<file path="src/rtl/zjh_prio_irq_enc.sv">
// Registered 74HC148-style priority encoder with masking, optional falling-edge
// pending capture and a hold/acknowledge handshake on the encoded code.
module zjh_prio_irq_enc #(
  parameter int N    = 8,
  parameter int W    = $clog2(N),
  parameter bit EDGE = 1'b0
) (
  input  logic         clk,
  input  logic         rst,
  input  logic         EI,
  input  logic [N-1:0] DataIn,
  input  logic [N-1:0] Mask,
  input  logic         Ack,
  output logic [W-1:0] Dataout,
  output logic         GS,
  output logic         EO
);

  typedef enum logic {IDLE, HOLD} state_e;

  state_e       state_q;
  logic [N-1:0] din_q, din_qq;
  logic [N-1:0] pend_q, pend_d;
  logic [W-1:0] idx_q, idx_d;
  logic [N-1:0] req, fell;
  logic         any_req;

  always_comb begin
    fell    = din_qq & ~din_q;
    req     = EDGE ? (pend_q & ~Mask) : (~din_q & ~Mask);
    any_req = |req;
    idx_d   = '0;
    for (int i = 0; i < N; i++) begin
      if (req[i]) idx_d = W'(i);
    end

    // Clear of the acknowledged line is applied first so a coincident new edge wins.
    pend_d = pend_q;
    if (!EI && state_q == HOLD && Ack) pend_d[idx_q] = 1'b0;
    pend_d = pend_d | fell;
    if (!EDGE) pend_d = '0;
  end

  always_ff @(posedge clk) begin
    if (rst) begin
      din_q   <= '1;
      din_qq  <= '1;
      pend_q  <= '0;
      idx_q   <= '0;
      state_q <= IDLE;
      Dataout <= '1;
      GS      <= 1'b1;
      EO      <= 1'b1;
    end else begin
      din_q  <= DataIn;
      din_qq <= din_q;
      pend_q <= pend_d;
      if (EI) begin
        state_q <= IDLE;
        Dataout <= '1;
        GS      <= 1'b1;
        EO      <= 1'b1;
      end else begin
        unique case (state_q)
          IDLE: begin
            if (any_req) begin
              state_q <= HOLD;
              idx_q   <= idx_d;
              Dataout <= ~idx_d;
              GS      <= 1'b0;
              EO      <= 1'b1;
            end else begin
              Dataout <= '1;
              GS      <= 1'b1;
              EO      <= 1'b0;
            end
          end
          HOLD: begin
            // Leaving HOLD always passes through one IDLE cycle before the next grant.
            if (Ack) begin
              state_q <= IDLE;
              Dataout <= '1;
              GS      <= 1'b1;
              EO      <= 1'b1;
            end
          end
          default: state_q <= IDLE;
        endcase
      end
    end
  end

endmodule

</file>
<file path="config.mk">
export PLATFORM = sky130hd
export DESIGN_NAME = zjh_prio_irq_enc
export DESIGN_NICKNAME = d
export VERILOG_FILES = /design/src/rtl/zjh_prio_irq_enc.sv
export SDC_FILE = /design/constraint.sdc
export NUM_CORES = 1
export LEC_CHECK = 0
export BUFFER_PORTS_ARGS = -buffer_cell sky130_fd_sc_hd__buf_2
export CAP_MARGIN = 30
export CORE_MARGIN = 2
export CORE_UTILIZATION = 37
export CTS_BUF_LIST = sky130_fd_sc_hd__clkbuf_4 sky130_fd_sc_hd__clkbuf_8
export CTS_CLUSTER_SIZE = 16
export DETAILED_ROUTE_END_ITERATION = 12
export GPL_TIMING_DRIVEN = 0
export MAX_ROUTING_LAYER = met4
export PLACE_DENSITY = 0.62
export SYNTH_ARGS = -nofsm -noshare
export SYNTH_HDL_FRONTEND = slang
export SYNTH_SLANG_ARGS = --single-unit
</file>
<file path="constraint.sdc">
create_clock -name clk -period 2.9 [get_ports clk]
set_input_delay 0.145 -clock clk [delete_from_list [all_inputs] [get_ports clk]]
set_output_delay 0.145 -clock clk [all_outputs]
set_load 0.02 [all_outputs]
</file>
==> flow_metrics.tcl, run 1 <==
set metrics [dict create \
    regToRegStartpoint "din_q[2]" \
    setup_viol 0 \
    tightest_slew_ns 0.4268 \
    hold_end "din_q[2]" \
    hold_viol 0 \
    worst_r2r_path_depth 4 \
    initial_core_util 0.4034 \
    synth-main-ff-cell "dfxtp_1" \
    max-clock-path-buffers 2 \
    drc 0 \
    path_class "flop to flop" \
    r2r_setup_slack_ns 1.81 \
    netSwitchingFraction 0.2361 \
    grt_setup_unrepaired "false" \
    p_sw_w 0.00009508 \
    viasPerCell 5.020 \
    cts_tree "built" \
    antenna_found_initial 0 \
    finalMaxSlewViolations 0 \
    die-width_microns 42.13 \
    power.total_w 0.0004027 \
    synth_cell_types 20 \
    clkPwrFrac 0.340 \
    post_drt_wl_per_cell_microns 10.73 \
    drtIter0Drc 11 \
    slowest_delay_ns 0.32 \
    ys_ff_latch 14 \
    status "finished clean" \
    synth_edf_count 0 \
    hp-start "DataIn[2]" \
    die_h_microns 42.13 \
    cp_slowest_cell "dfxtp_1" \
    fin_crit_sh 0.3771 \
    placementRows 13 \
    seq_area_frac_synth 0.5209 \
    cts_buffers 3 \
    final_nets 104 \
    crit_chain "o22ai_1 > nor2_1 > a21oi_2 > o221ai_2" \
    worst_path_dominant_cell_family "compound AO/OA/AOI/OAI gates" \
    totalNegativeSetupSlack_ns 0 \
    ios 25 \
    firstDrtPassIters 4 \
    clkSinkCount 14 \
    grt_overflow_total 0 \
    max_slew_margin 0.7144 \
    n_antenna_cell 0 \
    fin_crit_ns 1.093 \
    cap_viol_max_count 0 \
    grt_max_degree 10 \
    ir_worst_vdd_mv 0.3623 \
    arrival_ns 1.24 \
    syn_nets 75 \
    synthCells 55 \
    final_common_cell "buf_2" \
    cts_resized 0 \
    cts.hold.buffers_added 0 \
    io_buffers 24 \
    cp-end-kind "flop" \
    critPathMaxFanout 2 \
    clk_pin_slew_worst_paths_ns 0.08 \
    cp-start-kind "flop" \
    insertion_delay_ns 0.28 \
    pwr_density_cell_nw_per_um2 564.6 \
    synthToLayoutAreaGrowth_pct 32.56 \
    detail-route-antenna-nets 0 \
    htree_levels 1 \
    first_global_vias 449 \
    finClkSkew_ns 0.005550 \
    yosys_warnings 0 \
    final_cell_mix "buf_2, dfxtp_1, nor2_1" \
    ys_async_sr_fraction 0 \
    dpl_worst_slack_ns 1.794 \
    drive_gt1_frac 0.4940 \
    whs_path_depth 2 \
    cts_setup_buffers 0 \
    grt_pass1_wl_microns 1731 \
    cts_root_buf "clkbuf_4" \
    nFillCells 143 \
    reg2reg_to "Dataout[0]" \
    place.gp.congestion 0.7323 \
    crit_buf_inv 0 \
    design_area_sq_um 713.2 \
    p_int_w 0.0003076 \
    synth_area_sq_um 538.0 \
    clock.fmax_mhz 914.5 \
    core-area_sq_um 1334 \
    finalNonFillerCells 98 \
    dp_cells 94 \
    placed_area_sq_um 676.9 \
    hold_class "primary input to flop" \
    track_usage 0.1362 \
    seq_power_share 0.520 \
    finalWirelength_microns 1052 \
    fin_ws_ns 1.807 \
    pwr-share-comb 0.140 \
    syn-mean-instance-area_sq_um 9.782 \
    dieArea_sq_um 1775 \
    num_vias 492 \
    required_ns 3.05 \
    cellLeakagePower_nw 0.3021 \
]
==> power by group through the flow <==
| stage | combinational [W] | clock [W] | sequential [W] |
|---|---|---|---|
| floorplan | 0.0000289 | 0 | 0.000218 |
| global placement | 0.0000558 | 0 | 0.000214 |
| detailed placement | 0.0000570 | 0 | 0.000214 |
| CTS | 0.0000571 | 0.000143 | 0.000209 |
| global route | 0.0000619 | 0.000154 | 0.000211 |
| finish | 0.0000564 | 0.000137 | 0.000209 |
==> Yosys cell counts (2+ instances only) <==
cell | instances | area share
dfxtp_1 | 14 | 0.52
o21ai_0 | 4 | 0.037
nand2_1 | 2 | 0.014
nor2_1 | 11 | 0.077
o22ai_1 | 2 | 0.023
or2_2 | 8 | 0.093
==> worst max-delay path by stage <==
| stage | cells past startpoint | startpoint | end |
|---|---|---|---|
| after CTS | 4 | din_q[2] | Dataout[0] |
| final | 4 | din_q[2] | Dataout[0] |
| after global placement | 4 | din_q[2] | Dataout[1] |
| after floorplan | 4 | din_q[6] | EO |
| after global routing | 4 | din_q[2] | Dataout[0] |
| after detailed placement | 4 | din_q[2] | Dataout[0] |
==> cell type report <==
class,count,area [sq um],share of cell area
multi-input combinational,41,257.7,0.3614
clock buffer,4,36.28,0.05088
sequential,14,280.3,0.3930
timing repair buffer,24,120.1,0.1684
tap,15,18.77,0.02632
==> state kept, by name, indices dropped and copies added, names as in the netlist <==
register and flops:
Dataout 3, GS 1, EO 1, state_q 1
din_q 8
==> logic make-up after synthesis <==
logic type / count (synthesis) / share of synthesized area
AO/OA/AOI/OAI: 15 / 0.2163
flip-flops: 14 / 0.5209
AND/OR/NAND/NOR: 26 / 0.2628
==> worst reg2reg max path, delay by kind of cell (launching register included) <==
family,cells,cell delay (ns)
AO/OA/AOI/OAI,3,0.54
flip-flops,1,0.32
AND/OR/NAND/NOR,1,0.11
==> metal layers <==
layer,vias up,track usage,wire (microns)
met1,226,0.1387,455
met2,14,0.2156,509
met3,4,0.06466,68
met5,-,-,0
met4,0,0.07500,19
li1,248,-,-
==> per-stage QoR <==
stage	hold slack [ns]	utilization
5_1_grt	0.02263	0.5347
4_1_cts	0.03095	0.5347
3_5_place_dp	0.3290	0.5075
2_1_floorplan	0.2488	-
6_report	0.04152	0.5347
3_3_place_gp	0.3271	0.5075
(Power assumes the default switching activity.)
==> inputs of run 2 (changes only) <==
==> constraint.sdc (replaced) <==
create_clock -name clk -period 1.1 [get_ports clk]
set_input_delay 0.055 -clock clk [delete_from_list [all_inputs] [get_ports clk]]
set_output_delay 0.055 -clock clk [all_outputs]
set_load 0.02 [all_outputs]
==> run 2 against run 1 <==
Compared with the run above:
- die area stayed put
- register-to-register slack worse by 1.7 ns
- clock skew is 0.0037 ns lower
- fmax is 5.0% higher
- non-clock buffer count is 9 higher
- final cell count is 9.2% higher
==> flow_metrics.tcl, run 2 (same netlist as run 1, synthesis figures left out) <==
set metrics [dict create \
    synthToLayoutAreaGrowth_pct 51.40 \
    finalMaxSlewViolations 0 \
    hold_end "GS" \
    drc 0 \
    cellLeakagePower_nw 0.3419 \
    num_vias 528 \
    p_sw_w 0.0002608 \
    worst_r2r_path_depth 4 \
    first_global_vias 512 \
    clkSinkCount 14 \
    final_common_cell "buf_2" \
    io_buffers 24 \
    drtIter0Drc 3 \
    firstDrtPassIters 4 \
    clock.fmax_mhz 959.9 \
    n_antenna_cell 0 \
    clkPwrFrac 0.333 \
    hp-start "EI" \
    finClkSkew_ns 0.001840 \
    required_ns 1.25 \
    reg2reg_to "EO" \
    finalWirelength_microns 1152 \
    viasPerCell 4.935 \
    dieArea_sq_um 1775 \
    max_slew_margin 0.7176 \
    cp-start-kind "flop" \
    initial_core_util 0.4034 \
    final_cell_mix "buf_2, dfxtp_1, nor2_1" \
    grt_pass1_wl_microns 1897 \
    largest_register_ffs 8 \
    fin_crit_ns 1.042 \
    placed_area_sq_um 676.9 \
    hold-worst-slack_ns 0.04628 \
    grt_setup_unrepaired "false" \
    ios 25 \
    status "finished clean" \
    htree_levels 1 \
    fin_ws_ns 0.05823 \
    top_regs "din_q x8, Dataout x3" \
    insertion_delay_ns 0.28 \
    placementRows 13 \
    cts_tree "built" \
    regMostFlops "din_q" \
    fin_crit_sh 0.9471 \
    regToRegStartpoint "din_q[6]" \
    arrival_ns 1.19 \
    seq_power_share 0.506 \
    post_drt_wl_per_cell_microns 10.77 \
    hold_class "primary input to flop" \
    pwr_density_cell_nw_per_um2 1345 \
    grt_overflow_total 0 \
    totalNegativeSetupSlack_ns 0 \
    critPathMaxFanout 3 \
    max-clock-path-buffers 2 \
    setup_viol 0 \
    nFillCells 126 \
    design_area_sq_um 814.5 \
    core-area_sq_um 1334 \
    final_nets 113 \
    p_int_w 0.0008348 \
    cts_buffers 3 \
    whs_path_depth 3 \
    cap_viol_max_count 0 \
    detail-route-antenna-nets 0 \
    tightest_slew_ns 0.4220 \
    dpl_worst_slack_ns -0.005578 \
    pwr-share-comb 0.161 \
    die-width_microns 42.13 \
    track_usage 0.1481 \
    cp-end-kind "flop" \
    antenna_found_initial 0 \
    ir_worst_vdd_mv 0.9760 \
    die_h_microns 42.13 \
    hold_viol 0 \
    cts_root_buf "clkbuf_4" \
    place.gp.congestion 0.7323 \
    path_class "flop to flop" \
    clk_pin_slew_worst_paths_ns 0.08 \
    grt_max_degree 10 \
    r2r_setup_slack_ns 0.06 \
    drive_gt1_frac 0.5109 \
    netSwitchingFraction 0.2380 \
]
-- run 2: cell count changes in the layout (fill, tap and decap cells not counted), sizes merged --
cell	previous run	this run
dlygate4sd3	0	8
buf	24	25
-- run 2: cell type report --
| class | count | area, sq um | share of cell area |
|---|---|---|---|
| well taps | 15 | 18.77 | 0.02304 |
| clock buffers | 4 | 36.28 | 0.04455 |
| flip-flops and latches | 14 | 282.8 | 0.3472 |
| repair buffers | 33 | 207.7 | 0.2550 |
| multi-input cells | 41 | 269.0 | 0.3303 |
-- run 2: per-layer routing --
metal | wire length [microns] | part of all wire | GRT usage
met5 | 0 | 0 | -
met4 | 19 | 0.016 | 0.07500
met3 | 65 | 0.056 | 0.06466
met2 | 584 | 0.51 | 0.2531
met1 | 482 | 0.42 | 0.1414
-- run 2: power by group through the flow --
stage	sequential, W	combinational [W]	clock (W)
6_report	0.000554	0.000176	0.000365
3_3_place_gp	0.000564	0.000147	0
5_1_grt	0.000558	0.000193	0.000407
3_5_place_dp	0.000564	0.000150	0
2_1_floorplan	0.000574	0.0000762	0
4_1_cts	0.000553	0.000174	0.000378
-- run 2: worst max-delay path by stage --
stage | startpoint | endpoint | slack (ns) | depth (start not counted)
after global routing | din_q[2] | Dataout[0] | 0.006 | 4
after floorplan | din_q[6] | EO | 0.12 | 4
after global placement | din_q[2] | Dataout[1] | 0.01 | 4
after detailed placement | din_q[2] | Dataout[0] | -0.006 | 4
final | din_q[6] | EO | 0.06 | 4
after CTS | din_q[4] | Dataout[0] | 0.02 | 4
-- run 2: per-stage QoR --
step           utilization  instances  power (W)
2_1_floorplan            -         55  0.0006502
3_3_place_gp        0.5075         94  0.0007106
3_5_place_dp        0.5075         94  0.0007140
4_1_cts             0.5994        106   0.001104
5_1_grt             0.6107        107   0.001158
6_report            0.6107        107   0.001096
-- run 2: repair_timing --
item,CTS,global route
setup buffers,0,1
pin swaps,0,4
hold buffers,8,0
endpoints found under the hold margin,8,0
setup endpoints to repair,2,3
gates resized for setup,1,4
-- run 2: worst max-delay path, stage by stage, from the launching register on --
cell,delay [ns]
dfxtp_2,0.35
o22ai_2,0.10
nor3_4,0.23
a21o_1,0.16
nand3_1,0.08
==> inputs of run 3 (changes only) <==
--- a/config.mk
+++ b/config.mk
@@ -7,14 +7,14 @@
 export LEC_CHECK = 0
 export BUFFER_PORTS_ARGS = -buffer_cell sky130_fd_sc_hd__buf_2
 export CAP_MARGIN = 30
-export CORE_MARGIN = 2
-export CORE_UTILIZATION = 37
+export CORE_AREA = 2 2 39 41
 export CTS_BUF_LIST = sky130_fd_sc_hd__clkbuf_4 sky130_fd_sc_hd__clkbuf_8
 export CTS_CLUSTER_SIZE = 16
 export DETAILED_ROUTE_END_ITERATION = 12
+export DIE_AREA = 0 0 41 43
 export GPL_TIMING_DRIVEN = 0
 export MAX_ROUTING_LAYER = met4
-export PLACE_DENSITY = 0.62
+export PLACE_DENSITY = 0.67
 export SYNTH_ARGS = -nofsm -noshare
 export SYNTH_HDL_FRONTEND = slang
 export SYNTH_SLANG_ARGS = --single-unit
==> run 3 against run 2 <==
Compared with the run above:
- first-iteration DRC count increased by 67%
- clock skew up 0.0019 ns
- register-to-register slack gained 0.02 ns
- sequential power about the same
- final area increased by 0.31%
- critical endpoint is now Dataout[0]
- hold slack gained 0.0095 ns
- largest power group unchanged
- combinational power about the same
==> flow_metrics.tcl, run 3 (same netlist as run 1, synthesis figures left out) <==
set metrics [dict create \
    clkSinkCount 14 \
    critPathMaxFanout 2 \
    synthToLayoutAreaGrowth_pct 51.86 \
    dp_hpwl_microns 790.6 \
    setup_viol 0 \
    grt_pass1_wl_microns 1800 \
    power.total_w 0.001088 \
    largest_register_ffs 8 \
    pwr-share-comb 0.162 \
    crit_buf_inv 0 \
    arrival_ns 1.16 \
    cellLeakagePower_nw 0.3368 \
    core-area_sq_um 1384 \
    p_int_w 0.0008335 \
    detail-route-antenna-nets 0 \
    ir_worst_vdd_mv 0.7749 \
    max-clock-path-buffers 2 \
    worst_path_dominant_cell_family "compound AO/OA/AOI/OAI gates" \
    clock.fmax_mhz 977.7 \
    track_usage 0.1550 \
    required_ns 1.24 \
    status "finished clean" \
    drtIter0Drc 5 \
    finalWirelength_microns 1107 \
    nFillCells 131 \
    finalNonFillerCells 107 \
    io_buffers 24 \
    final_nets 112 \
    seq_power_share 0.510 \
    clk_pin_slew_worst_paths_ns 0.08 \
    clkPwrFrac 0.328 \
    die-width_microns 41 \
    firstDrtPassIters 5 \
    fin_crit_sh 0.9298 \
    hold_viol 0 \
    grt_max_degree 10 \
    crit_chain "o22ai_2 > nor2_1 > a21oi_2 > o221ai_2" \
    tightest_slew_ns 0.4209 \
    cts_root_buf "clkbuf_4" \
    final_common_cell "buf_2" \
    max_slew_margin 0.7183 \
    path_class "flop to flop" \
    cts_buffers 3 \
    fin_crit_ns 1.023 \
    dieArea_sq_um 1763 \
    final_cell_mix "buf_2, dfxtp_1, or2_2, nor2_1, dlygate4sd3_1" \
    drive_gt1_frac 0.5055 \
    p_sw_w 0.0002547 \
    grt_overflow_total 0 \
    finalMaxSlewViolations 0 \
    first_global_vias 492 \
    hold_class "primary input to flop" \
    multiInputGateArea_sq_um 279.0 \
    netSwitchingFraction 0.2341 \
    cts_tree "built" \
    grt_setup_unrepaired "false" \
    cp_slowest_cell "dfxtp_1" \
    post_drt_wl_per_cell_microns 10.35 \
    drc 0 \
    finClkSkew_ns 0.003725 \
    htree_levels 1 \
    cap_viol_max_count 0 \
    slowest_delay_ns 0.32 \
    place.gp.congestion 0.7201 \
    cp-start-kind "flop" \
    n_antenna_cell 0 \
    placementRows 14 \
    seqCellArea_sq_um 281.5 \
    viasPerCell 4.701 \
    insertion_delay_ns 0.28 \
    pwr_density_cell_nw_per_um2 1332 \
    regMostFlops "din_q" \
    cp-end-kind "flop" \
    antenna_found_initial 0 \
    ios 25 \
    initial_core_util 0.3888 \
    totalNegativeSetupSlack_ns 0 \
    top_regs "din_q x8, Dataout x3" \
    die_h_microns 43 \
    dp_cells 95 \
    num_vias 503 \
]
-- run 3: changes by cell type in the layout (fill, tap and decap cells not counted), sizes merged --
cell  delta
buf      -1
-- run 3: worst reg2reg max path, stage by stage, from the launching register on --
cell      delay [ns]
dfxtp_1         0.32
o22ai_2         0.19
nor2_1          0.10
a21oi_2         0.18
o221ai_2        0.10
-- run 3: what timing repair did --
item                       4_1_cts  5_1_grt
gates resized for setup          1        5
hold endpoints to repair         8        0
cloned                           0        0
hold buffers                     8        0
setup buffers                    0        0
setup endpoints to repair        1        3
pin swaps                        0        4
-- run 3: final cells by class --
type	count	area share
timing repair buffer	32	0.2450
tap	16	0.02450
clock buffer	4	0.04441
multi-input combinational	41	0.3415
sequential	14	0.3446
-- run 3: path summary, 6_finish.rpt --
check            from         end  slack (ns)  depth (start not counted)
min                EI          GS        0.06                          3
max          din_q[2]  Dataout[0]        0.08                          4
max reg2reg  din_q[2]  Dataout[0]        0.08                          4
min reg2reg        GS          GS        0.50                          2
-- run 3: through the flow --
step | hold slack, ns | util | cell area, sq um | setup slack (ns)
2_1_floorplan | 0.1588 | - | 538.0 | 0.1151
3_3_place_gp | 0.2374 | 0.4901 | 678.2 | 0.02743
3_5_place_dp | 0.2390 | 0.4901 | 678.2 | 0.01903
4_1_cts | 0.04899 | 0.5787 | 800.8 | 0.03387
5_1_grt | 0.07776 | 0.5904 | 817.0 | 0.002762
6_report | 0.05580 | 0.5904 | 817.0 | 0.07721
-- run 3: power groups by stage --
stage          Clock [W]  Sequential, W  Combinational, W
2_1_floorplan          0       0.000574         0.0000762
3_3_place_gp           0       0.000564          0.000147
3_5_place_dp           0       0.000564          0.000148
4_1_cts         0.000369       0.000553          0.000172
5_1_grt         0.000397       0.000559          0.000196
6_report        0.000356       0.000555          0.000176
-- run 3: metal layers --
metal  wire length, microns  share of wire  global-route usage
met4                      9         0.0081              0.1000
met2                    561           0.51              0.2406
met5                      0              0                   -
met3                     43          0.039             0.03141
met1                    493           0.45              0.1694
